## src/rtl/lock_pkg.sv

```systemverilog
// Shared types and helpers for the keypad lock access controller and its key strobe front end.
package lock_pkg;

  localparam int KEY_WIDTH = 4;

  typedef enum logic [1:0] {
    ST_IDLE    = 2'd0,
    ST_HOLDOFF = 2'd1,
    ST_LOCKOUT = 2'd2
  } state_t;

  function automatic logic is_onehot4(input logic [KEY_WIDTH-1:0] v);
    return (v != '0) && ((v & (v - KEY_WIDTH'(1))) == '0);
  endfunction

endpackage

```

## src/rtl/key_edge_strobe.sv

```systemverilog
// Turns debounced key levels into a single-cycle one-hot strobe on a fresh press.
// Reusable by any keypad consumer; i_enable gates forwarding without disturbing edge tracking.
module key_edge_strobe
  import lock_pkg::*;
(
  input  logic                 i_clock,
  input  logic                 i_reset,
  input  logic [KEY_WIDTH-1:0] i_key_in,
  input  logic                 i_enable,
  output logic [KEY_WIDTH-1:0] o_key_out,
  output logic                 o_press
);

  logic [KEY_WIDTH-1:0] r_key_prev;
  logic [KEY_WIDTH-1:0] r_key_out;
  logic                 w_press;

  assign w_press = (r_key_prev == '0) && is_onehot4(i_key_in) && i_enable;

  always_ff @(posedge i_clock) begin
    // key_prev tracks the pad even under reset, so a key held through reset is never a press
    r_key_prev <= i_key_in;
    if (i_reset) begin
      r_key_out <= '0;
    end else begin
      r_key_out <= w_press ? i_key_in : '0;
    end
  end

  assign o_key_out = r_key_out;
  assign o_press   = w_press;

endmodule

```

## src/rtl/lock_access_controller.sv

```systemverilog
// Gatekeeper between keypad and digital lock: forwards key strobes, counts failures,
// and blocks keys for a hold-off after each failure or a long lockout after MAX_FAILS.
//   state      | meaning
//   ST_IDLE    | keys forwarded, watching lock error/locked edges
//   ST_HOLDOFF | short key block after a failure
//   ST_LOCKOUT | long key block after MAX_FAILS consecutive failures
module lock_access_controller
  import lock_pkg::*;
#(
  parameter int PASSCODE_LENGTH = 3,
  parameter int CLOCK_FREQ      = 50000000,
  parameter int MAX_FAILS       = 3,
  parameter int HOLDOFF_CYCLES  = CLOCK_FREQ / 2,
  parameter int LOCKOUT_CYCLES  = CLOCK_FREQ * 30,
  localparam int FC_W = $clog2(MAX_FAILS + 1),
  localparam int DC_W = $clog2(PASSCODE_LENGTH + 1)
) (
  input  logic                 i_clock,
  input  logic                 i_reset,
  input  logic [KEY_WIDTH-1:0] i_key_in,
  input  logic                 i_lock_locked,
  input  logic                 i_lock_error,
  output logic [KEY_WIDTH-1:0] o_key_out,
  output logic                 o_lockout,
  output logic                 o_holdoff,
  output logic [FC_W-1:0]      o_fail_count,
  output logic [DC_W-1:0]      o_digit_count
);

  localparam int TMR_MAX = (HOLDOFF_CYCLES > LOCKOUT_CYCLES) ? HOLDOFF_CYCLES : LOCKOUT_CYCLES;
  localparam int TMR_W   = (TMR_MAX > 1) ? $clog2(TMR_MAX) : 1;

  state_t            r_state;
  state_t            w_state_nxt;
  logic [TMR_W-1:0]  r_timer;
  logic [TMR_W-1:0]  w_timer_nxt;
  logic [FC_W-1:0]   r_fail_count;
  logic [FC_W-1:0]   w_fail_nxt;
  logic [DC_W-1:0]   r_digit_count;
  logic [DC_W-1:0]   w_digit_nxt;
  logic              r_err_prev;
  logic              r_locked_prev;
  logic              r_holdoff;
  logic              r_lockout;
  logic              w_fail_ev;
  logic              w_succ_ev;
  logic              w_strobe_en;
  logic              w_press;

  assign w_fail_ev   = i_lock_error && !r_err_prev;
  assign w_succ_ev   = (i_lock_locked != r_locked_prev) && !i_lock_error;
  // a failure in the same cycle as a press wins, so the press is dropped
  assign w_strobe_en = (r_state == ST_IDLE) && !w_fail_ev;

  key_edge_strobe u_key_strobe (
    .i_clock   (i_clock),
    .i_reset   (i_reset),
    .i_key_in  (i_key_in),
    .i_enable  (w_strobe_en),
    .o_key_out (o_key_out),
    .o_press   (w_press)
  );

  always_comb begin
    w_state_nxt = r_state;
    w_timer_nxt = r_timer;
    w_fail_nxt  = r_fail_count;
    w_digit_nxt = r_digit_count;
    if (w_succ_ev) begin
      w_fail_nxt = '0;
    end
    case (r_state)
      ST_IDLE: begin
        if (w_fail_ev) begin
          w_digit_nxt = '0;
          if (int'(r_fail_count) + 1 < MAX_FAILS) begin
            w_fail_nxt  = r_fail_count + FC_W'(1);
            w_timer_nxt = TMR_W'(HOLDOFF_CYCLES - 1);
            w_state_nxt = ST_HOLDOFF;
          end else begin
            w_fail_nxt  = FC_W'(MAX_FAILS);
            w_timer_nxt = TMR_W'(LOCKOUT_CYCLES - 1);
            w_state_nxt = ST_LOCKOUT;
          end
        end else if (w_press) begin
          if (int'(r_digit_count) + 1 >= PASSCODE_LENGTH) begin
            w_digit_nxt = '0;
          end else begin
            w_digit_nxt = r_digit_count + DC_W'(1);
          end
        end
      end
      ST_HOLDOFF: begin
        if (r_timer == '0) begin
          w_state_nxt = ST_IDLE;
        end else begin
          w_timer_nxt = r_timer - TMR_W'(1);
        end
      end
      ST_LOCKOUT: begin
        if (r_timer == '0) begin
          w_state_nxt = ST_IDLE;
          w_fail_nxt  = '0;
        end else begin
          w_timer_nxt = r_timer - TMR_W'(1);
        end
      end
      default: begin
        w_state_nxt = ST_IDLE;
        w_timer_nxt = '0;
      end
    endcase
  end

  always_ff @(posedge i_clock) begin
    if (i_reset) begin
      r_state       <= ST_IDLE;
      r_timer       <= '0;
      r_fail_count  <= '0;
      r_digit_count <= '0;
      r_err_prev    <= 1'b0;
      r_locked_prev <= 1'b0;
      r_holdoff     <= 1'b0;
      r_lockout     <= 1'b0;
    end else begin
      r_state       <= w_state_nxt;
      r_timer       <= w_timer_nxt;
      r_fail_count  <= w_fail_nxt;
      r_digit_count <= w_digit_nxt;
      r_err_prev    <= i_lock_error;
      r_locked_prev <= i_lock_locked;
      r_holdoff     <= (w_state_nxt == ST_HOLDOFF);
      r_lockout     <= (w_state_nxt == ST_LOCKOUT);
    end
  end

  assign o_lockout     = r_lockout;
  assign o_holdoff     = r_holdoff;
  assign o_fail_count  = r_fail_count;
  assign o_digit_count = r_digit_count;

endmodule

```

## config.mk

```make
export PLATFORM = sky130hd
export DESIGN_NAME = lock_access_controller
export DESIGN_NICKNAME = d
export VERILOG_FILES = /design/src/rtl/lock_pkg.sv /design/src/rtl/key_edge_strobe.sv /design/src/rtl/lock_access_controller.sv
export SDC_FILE = /design/constraint.sdc
export NUM_CORES = 1
export LEC_CHECK = 0
export BUFFER_PORTS_ARGS = -buffer_cell sky130_fd_sc_hd__buf_4
export CAP_MARGIN = 20
export CORE_ASPECT_RATIO = 0.6
export CORE_MARGIN = 2
export CORE_UTILIZATION = 59
export DETAILED_ROUTE_END_ITERATION = 7
export PLACE_DENSITY_LB_ADDON = 0.12
export REMOVE_ABC_BUFFERS = 1
export SLEW_MARGIN = 30
export SYNTH_ARGS = -nofsm -noshare
export SYNTH_HDL_FRONTEND = slang
export SYNTH_SLANG_ARGS = --single-unit
```

## constraint.sdc

```tcl
create_clock -name i_clock -period 2.3 [get_ports i_clock]
set_input_delay 0.23 -clock i_clock [delete_from_list [all_inputs] [get_ports i_clock]]
set_output_delay 0.23 -clock i_clock [all_outputs]
set_load 0.02 [all_outputs]
```

==> out/qor.yml, run 1 <==
detailed_routing:
  firstDrtPassIters: 4
  vias: 2380
  wl_per_cell_um: 15.3
  drc_errors: 0
  via_per_inst: 5.94
  drtAntennaViolNets: 0
  drt_iter0_markers: 202
  wl_mm: 6.15
clocking:
  cts_hold_buf: 0
  postCtsSetupBuffers: 0
  numCtsBuffers: 5
  root_buffer: "clkbuf_8"
  clkSlewWorstSetupHoldPaths_ns: 0.09
  cts_buffer_depth: 2
  cts.sinks: 49
  ctsHtreeMaxLevel: 2
  clk_latency_ns: 0.31
  cts_tree: "yes"
  ctsResizeCount: 0
final_layout:
  drive_above_1_share_pct: 15.0
  num-nets-final: 352
  layout.core_utilization_pct: 70.8
  finalNonFillerCells: 401
  num_antenna_cells: 0
  syn_to_final_growth_pct: 15.1
setup_path:
  startpoint_type: "register"
  end_kind: "register"
  critical_path_class: "reg2reg"
  cp.required_ns: 2.56
  worstPathMaxFanout: 8
  cp.arrival_ns: 2.38
sta:
  setup_viol: 0
  fmax_ghz: 0.470
  hold_violations: 0
  maxSlewViolCount: 0
  layout_min_cycle_time_ns: 2.13
  setup_tns_ns: 0
  timing.slew.headroom_pct: 71.7
  clock_skew_ns: 0.0102
  rsz0062_at_grt: "no"
  period_share_pct: 92.4
  tightest_slew_ns: 0.422
power_and_ir_drop:
  swShare_pct: 31.0
  p_comb_share_pct: 25.7
  pwr-share-clk_pct: 29.3
  power.leakage_nw: 1.15
  p_per_area_mw_per_mm2: 746
  intPower_mw: 1.50
  irDropWorstVdd_v: 0.000490
  power.share.sequential_pct: 45.1
  power_switching_mw: 0.671
synth:
  ys_warn_count: 0
  yosysMostFrequentCell: "dfxtp_1"
  synth_edf_count: 0
  synthTopCellsByArea: "dfxtp_1, a21oi_1, o21ai_0"
  yosysSeqAreaShare_pct: 38.9
  async_flop_share_pct: 0
  yosysUniqueCellTypes: 50
  synth_top_area_share_pct: 38.9
  synth_commonest_cells: "dfxtp_1, nor2_1, a21oi_1, nand2_1, o21ai_0"
  syn-instance-count: 313
  ys.flop_type: "dfxtp_1"
  synthDominantAreaCellType: "dfxtp_1"
  synth.avg_cell_area_sq_um: 8.05
  ys_seq_elements: 49
  synth_area_sq_mm: 0.00252
floorplanning:
  ios: 18
  die_w_um: 88.4
  num_rows: 18
  die_area_sq_mm: 0.00483
  die_y_um: 54.6
  initial_core_util_pct: 61.5
  core_sq_mm: 0.00410
status:
  status: "complete, no violations"
placement:
  place.gp.congestion: 0.942
  portBuffers: 17
  dpl.hpwl_mm: 4.46
  place_inst: 393
grt:
  grt_max_degree: 26
  grtUsageTotal_pct: 27.6
  grt_pass1_wl_mm: 9.90
  gr-total-overflow: 0
  antenna_found_initial: 0
  grt_pass1_vias: 1989
run:
  maxCapViolations: 0
worst_hold_path:
  worstHoldPathType: "in2reg"
-- power by group through the flow --
stage,registers (mW),clock network (mW),logic (mW)
6_report,0.976,0.634,0.556
5_1_grt,0.986,0.674,0.618
4_1_cts,0.974,0.636,0.546
3_5_place_dp,0.993,0,0.543
3_3_place_gp,0.992,0,0.535
2_1_floorplan,0.986,0,0.370
-- area by class of cell --
cell class	instances	area [sq um]
timing repair buffer	35	263
tap	60	75.1
multi-input combinational	235	1420
inverter	14	52.6
sequential	49	981
clock buffer	7	86.3
clock inverter	1	30.0
fill	345	1200
-- kinds of logic (layout without fill, tap and decap cells) --
logic type	count (synthesis)	count (layout)	share of synthesized area, %
compound gates	88	88	21.0
flops	49	49	38.9
simple gates	128	128	27.9
buf+inv	29	57	4.96
xor+xnor	15	15	5.21
fa+ha+maj	4	4	1.99
-- cells in the final DEF (no fill, tap or decap), types with 2 or more instances in the layout --
master      n
xor2_1      7
and2_1      8
dfxtp_1    49
nor4_1      4
o21ai_0    25
or3_1       9
and3_1      2
nand4_1     4
nand3_1     6
nor3_2      2
a22oi_1     2
a31oi_1    13
buf_4      35
ha_1        4
o32ai_1     3
nor2b_1     4
inv_1      14
o31ai_1     2
a2bb2oi_1   2
a21oi_1    25
nand2b_1    4
nor3_1     18
o22ai_1     2
and4_1      3
nor2_1     27
clkbuf_8    6
nand2_1    25
o21bai_1    2
or4_1       3
a211oi_1    4
xnor2_1     8
-- path summary, 6_finish.rpt --
kind	startpoint	to	slack, ns	cells after the start
worst min register to register	r_timer[23]	r_timer[23]	0.48	2
worst max-delay path	r_timer[0]	r_timer[10]	0.17	9
worst min-delay path	i_key_in[0]	u_key_strobe.r_key_prev[0]	0.04	1
worst max register to register	r_timer[0]	r_timer[10]	0.17	9
-- metrics by stage --
step                      power [mW]  hold WS (ns)  area, sq um  worst slack (ns)
after global routing            2.28        0.0259         2900            0.0371
after global placement          1.53         0.347         2790             0.194
final                           2.17        0.0434         2900             0.174
after detailed placement        1.54         0.351         2790             0.240
after CTS                       2.16        0.0379         2900             0.217
after floorplan                 1.36         0.258         2450          -0.00779
-- critical path, stage by stage (launching register included) --
cell and delay [ns]:
dfxtp_1 0.38, inv_1 0.06, ha_1 0.21, nor2b_1 0.15, and4_1 0.19, and4_1 0.29
buf_4 0.20, nor2_1 0.30, o311ai_0 0.20, nand3_1 0.11
-- layer usage --
| metal | GRT usage, % | vias up | wire, um |
|---|---|---|---|
| met5 | 0 | - | 0 |
| met4 | 7.32 | 0 | 84 |
| met3 | 5.58 | 10 | 376 |
| met2 | 37.7 | 80 | 2460 |
| met1 | 43.2 | 1103 | 3240 |
| li1 | - | 1187 | - |
-- flip-flops by register name, indices dropped and copies added (netlist names) --
name,count
r_state,2
o_holdoff,1
o_digit_count,2
r_err_prev,1
u_key_strobe.o_key_out,4
u_key_strobe.r_key_prev,4
r_timer,31
o_fail_count,2
r_locked_prev,1
o_lockout,1
(Power assumes the default switching activity.)
==> run 2, diff against run 1 <==
--- a/config.mk
+++ b/config.mk
@@ -5,11 +5,12 @@
 export SDC_FILE = /design/constraint.sdc
 export NUM_CORES = 1
 export LEC_CHECK = 0
+export ABC_AREA = 1
 export BUFFER_PORTS_ARGS = -buffer_cell sky130_fd_sc_hd__buf_4
 export CAP_MARGIN = 20
 export CORE_ASPECT_RATIO = 0.6
 export CORE_MARGIN = 2
-export CORE_UTILIZATION = 59
+export CORE_UTILIZATION = 60
 export DETAILED_ROUTE_END_ITERATION = 7
 export PLACE_DENSITY_LB_ADDON = 0.12
 export REMOVE_ABC_BUFFERS = 1
==> out/qor.yml, run 2 <==
detailed_routing:
  top_layer_used: "met4"
  met3_length_um: 789  # +110%
  drc_errors: 0  # unchanged
  drtAntennaViolNets: 0  # unchanged
  drt_iter0_markers: 247  # +22%
  vias: 2950  # +24%
  wl_per_cell_um: 13.2  # -14%
  firstDrtPassIters: 5  # +1
  wl_mm: 7.25  # +18%
  via_per_inst: 5.38  # -9.3%
  met1Wirelength_mm: 3.58  # +11%
  wl_met2_mm: 2.76  # +13%
synth:
  syn-instance-count: 470  # +50%
  synth.avg_cell_area_sq_um: 6.10  # -24%
  synth_area_sq_mm: 0.00287  # +14%
  synth_top_area_share_pct: 34.2  # -4.7 points
  synthTopCellsByArea: "dfxtp_1, nand2_1, nor2_1"
  ys_seq_elements: 49  # unchanged
  yosysSeqAreaShare_pct: 34.2  # -4.7 points
  synth_commonest_cells: "nand2_1, nor2_1, dfxtp_1, inv_1, a21oi_1"
  ys_warn_count: 0  # unchanged
  yosysMostFrequentCell: "nand2_1"
  synthDominantAreaCellType: "dfxtp_1"
  ys.flop_type: "dfxtp_1"
  synth_edf_count: 0  # unchanged
  async_flop_share_pct: 0  # unchanged
  yosysUniqueCellTypes: 32  # -36%
sta:
  fin_ws_ns: 0.340  # +0.166 ns
  tightest_slew_ns: 0.430  # +0.00838 ns
  rsz0062_at_grt: "no"
  hold_violations: 0  # unchanged
  period_share_pct: 85.2  # -7.2 points
  layout_min_cycle_time_ns: 1.96  # -0.166 ns
  setup_viol: 0  # unchanged
  setup_tns_ns: 0  # unchanged
  timing.slew.headroom_pct: 71.1  # -0.53 points
  fmax_ghz: 0.510  # +8.5%
  whs_ns: 0.0277  # -0.0157 ns
  maxSlewViolCount: 0  # unchanged
  clock_skew_ns: 0.0147  # +0.00456 ns
final_layout:
  drive_above_1_share_pct: 9.28  # -5.7 points
  multi_input_area_sq_mm: 0.00164  # +16%
  regMostFlops: "r_timer"
  fin_area_sq_mm: 0.00315  # +8.4%
  most-common-layout-cells: "nand2_1, nor2_1, dfxtp_1"
  fill_cells: 412  # +19%
  largest_reg_flops: 31  # unchanged
  regArea_sq_um: 981  # unchanged
  num_antenna_cells: 0  # unchanged
  layout.core_utilization_pct: 68.6  # -2.2 points
  syn_to_final_growth_pct: 9.77
  layout_commonest_cell: "nand2_1"
  num-nets-final: 496  # +41%
setup_path:
  startpoint_type: "register"
  crit_top_cell: "nand2_1"
  end_kind: "register"
  cp_top_family: "simple AND/OR/NAND/NOR gates"
  rr_endpoint: "r_timer[17]"
  worstPathMaxFanout: 28  # +20
  path_cells: "inv_1 > ha_1 > nand2_2 > nor2_4 > nand2_2 > nor2_4 > nand2_4 > nand2_8 > inv_4 > nand2_1 > nand2_1 > nand2_1 > nor2_1"
  cp_slowest_cell: "dfxtp_1"
  rrSetupSlack_ns: 0.34  # +0.17 ns
  cp.arrival_ns: 2.15  # -0.23 ns
  cp.required_ns: 2.49  # -0.07 ns
  crit_buf_inv: 2  # unchanged
  critical_path_class: "reg2reg"
  r2r_cells: 13  # +4
  r2r_start: "r_timer[0]"
  cpPeakStageDelay_ns: 0.33  # -0.05 ns
worst_hold_path:
  min_path_cells: 1  # unchanged
  hold_start: "i_key_in[3]"
  worstHoldPathType: "in2reg"
  whs_endpoint: "u_key_strobe.r_key_prev[3]"
grt:
  grt_pass1_wl_mm: 12.2  # +23%
  grtUsageTotal_pct: 29.5  # +1.9 points
  grt_max_degree: 34  # +31%
  antenna_found_initial: 0  # unchanged
  gr-total-overflow: 0  # unchanged
  grt_pass1_vias: 2613  # +31%
clocking:
  clk_latency_ns: 0.31  # about the same
  clkSlewWorstSetupHoldPaths_ns: 0.09  # about the same
  root_buffer: "clkbuf_8"
  postCtsSetupBuffers: 0  # unchanged
  ctsHtreeMaxLevel: 2  # unchanged
  cts.sinks: 49  # unchanged
  numCtsBuffers: 5  # unchanged
  cts_tree: "yes"
  cts_buffer_depth: 2  # unchanged
  ctsResizeCount: 0  # unchanged
  cts_hold_buf: 0  # unchanged
floorplanning:
  num_rows: 19  # +1
  ios: 18  # unchanged
  die_y_um: 57.6  # +5.3%
  initial_core_util_pct: 62.5  # +1.0 points
  die_area_sq_mm: 0.00537  # +11%
  die_w_um: 93.3  # +5.5%
  core_sq_mm: 0.00459  # +12%
run:
  maxCapViolations: 0  # unchanged
power_and_ir_drop:
  irDropWorstVdd_v: 0.000518  # +5.6%
  p_per_area_mw_per_mm2: 837  # +12%
  power.leakage_nw: 1.46  # +27%
placement:
  place_area_sq_mm: 0.00303  # +8.7%
  pre_cts_ws_ns: 0.402  # +0.162 ns
  dpl.hpwl_mm: 5.47  # +22%
  portBuffers: 17  # unchanged
  place.gp.congestion: 1.02  # +8.7%
status:
  status: "complete, no violations"
run 2: changes by cell type in the layout (fill, tap and decap cells not counted), moves of 13 or more:
cell / delta
nand2_1: +121
nor2_1: +58
inv_1: +31
nand3_1: +22
buf_4: -16
nor3_1: -14
a31oi_1: -13
run 2: layout make-up:
type | count | share of cell area (%)
inverters | 49 | 5.92
multi-input cells | 360 | 52.1
well taps | 63 | 2.50
repair buffers | 19 | 4.53
clock buffers | 6 | 2.62
flip-flops and latches | 49 | 31.2
clock inverters | 2 | 1.19
run 2: how the worst max path moves through the flow:
| stage | from | end | slack, ns | cells past startpoint |
|---|---|---|---|---|
| final | r_timer[0] | r_timer[17] | 0.34 | 13 |
| after CTS | r_timer[0] | r_timer[17] | 0.36 | 13 |
| after global placement | r_timer[0] | r_timer[29] | 0.48 | 13 |
| after global routing | r_timer[0] | r_timer[17] | 0.16 | 13 |
| after floorplan | r_state[1] | r_timer[25] | 0.60 | 8 |
| after detailed placement | r_timer[0] | r_timer[17] | 0.40 | 13 |
run 2: cell families (layout without fill, tap and decap cells):
group,count (synthesis),count (layout),synth area share [%]
simple gates,284,284,41.6
compound gates,70,70,13.2
buf+inv,61,76,8.64
flops,49,49,34.2
fa+ha+maj,4,4,1.75
xor+xnor,2,2,0.611
run 2: stage by stage:
stage | cells | power (mW)
floorplan | 458 | 1.72
finish | 548 | 2.63
CTS | 548 | 2.62
global route | 548 | 2.82
detailed placement | 540 | 1.97
global placement | 540 | 1.94
run 2: per-layer routing:
metal	vias up	GRT usage, %
met1	1309	44.7
met2	119	39.7
met5	-	0
li1	1509	-
met3	13	8.98
met4	0	9.03
run 2: power by group:
part	internal (mW)	total, mW	switching (mW)
sequential	0.928	1.02	0.0889
combinational	0.294	0.961	0.667
clock	0.354	0.656	0.302
run 2: worst reg2reg max path, cell delays in order (launching register included):
cell and delay [ns]:
dfxtp_1 0.33, inv_1 0.08, ha_1 0.24, nand2_2 0.12
nor2_4 0.20, nand2_2 0.10, nor2_4 0.15, nand2_4 0.09
nand2_8 0.18, inv_4 0.13, nand2_1 0.08, nand2_1 0.05
nand2_1 0.06, nor2_1 0.04
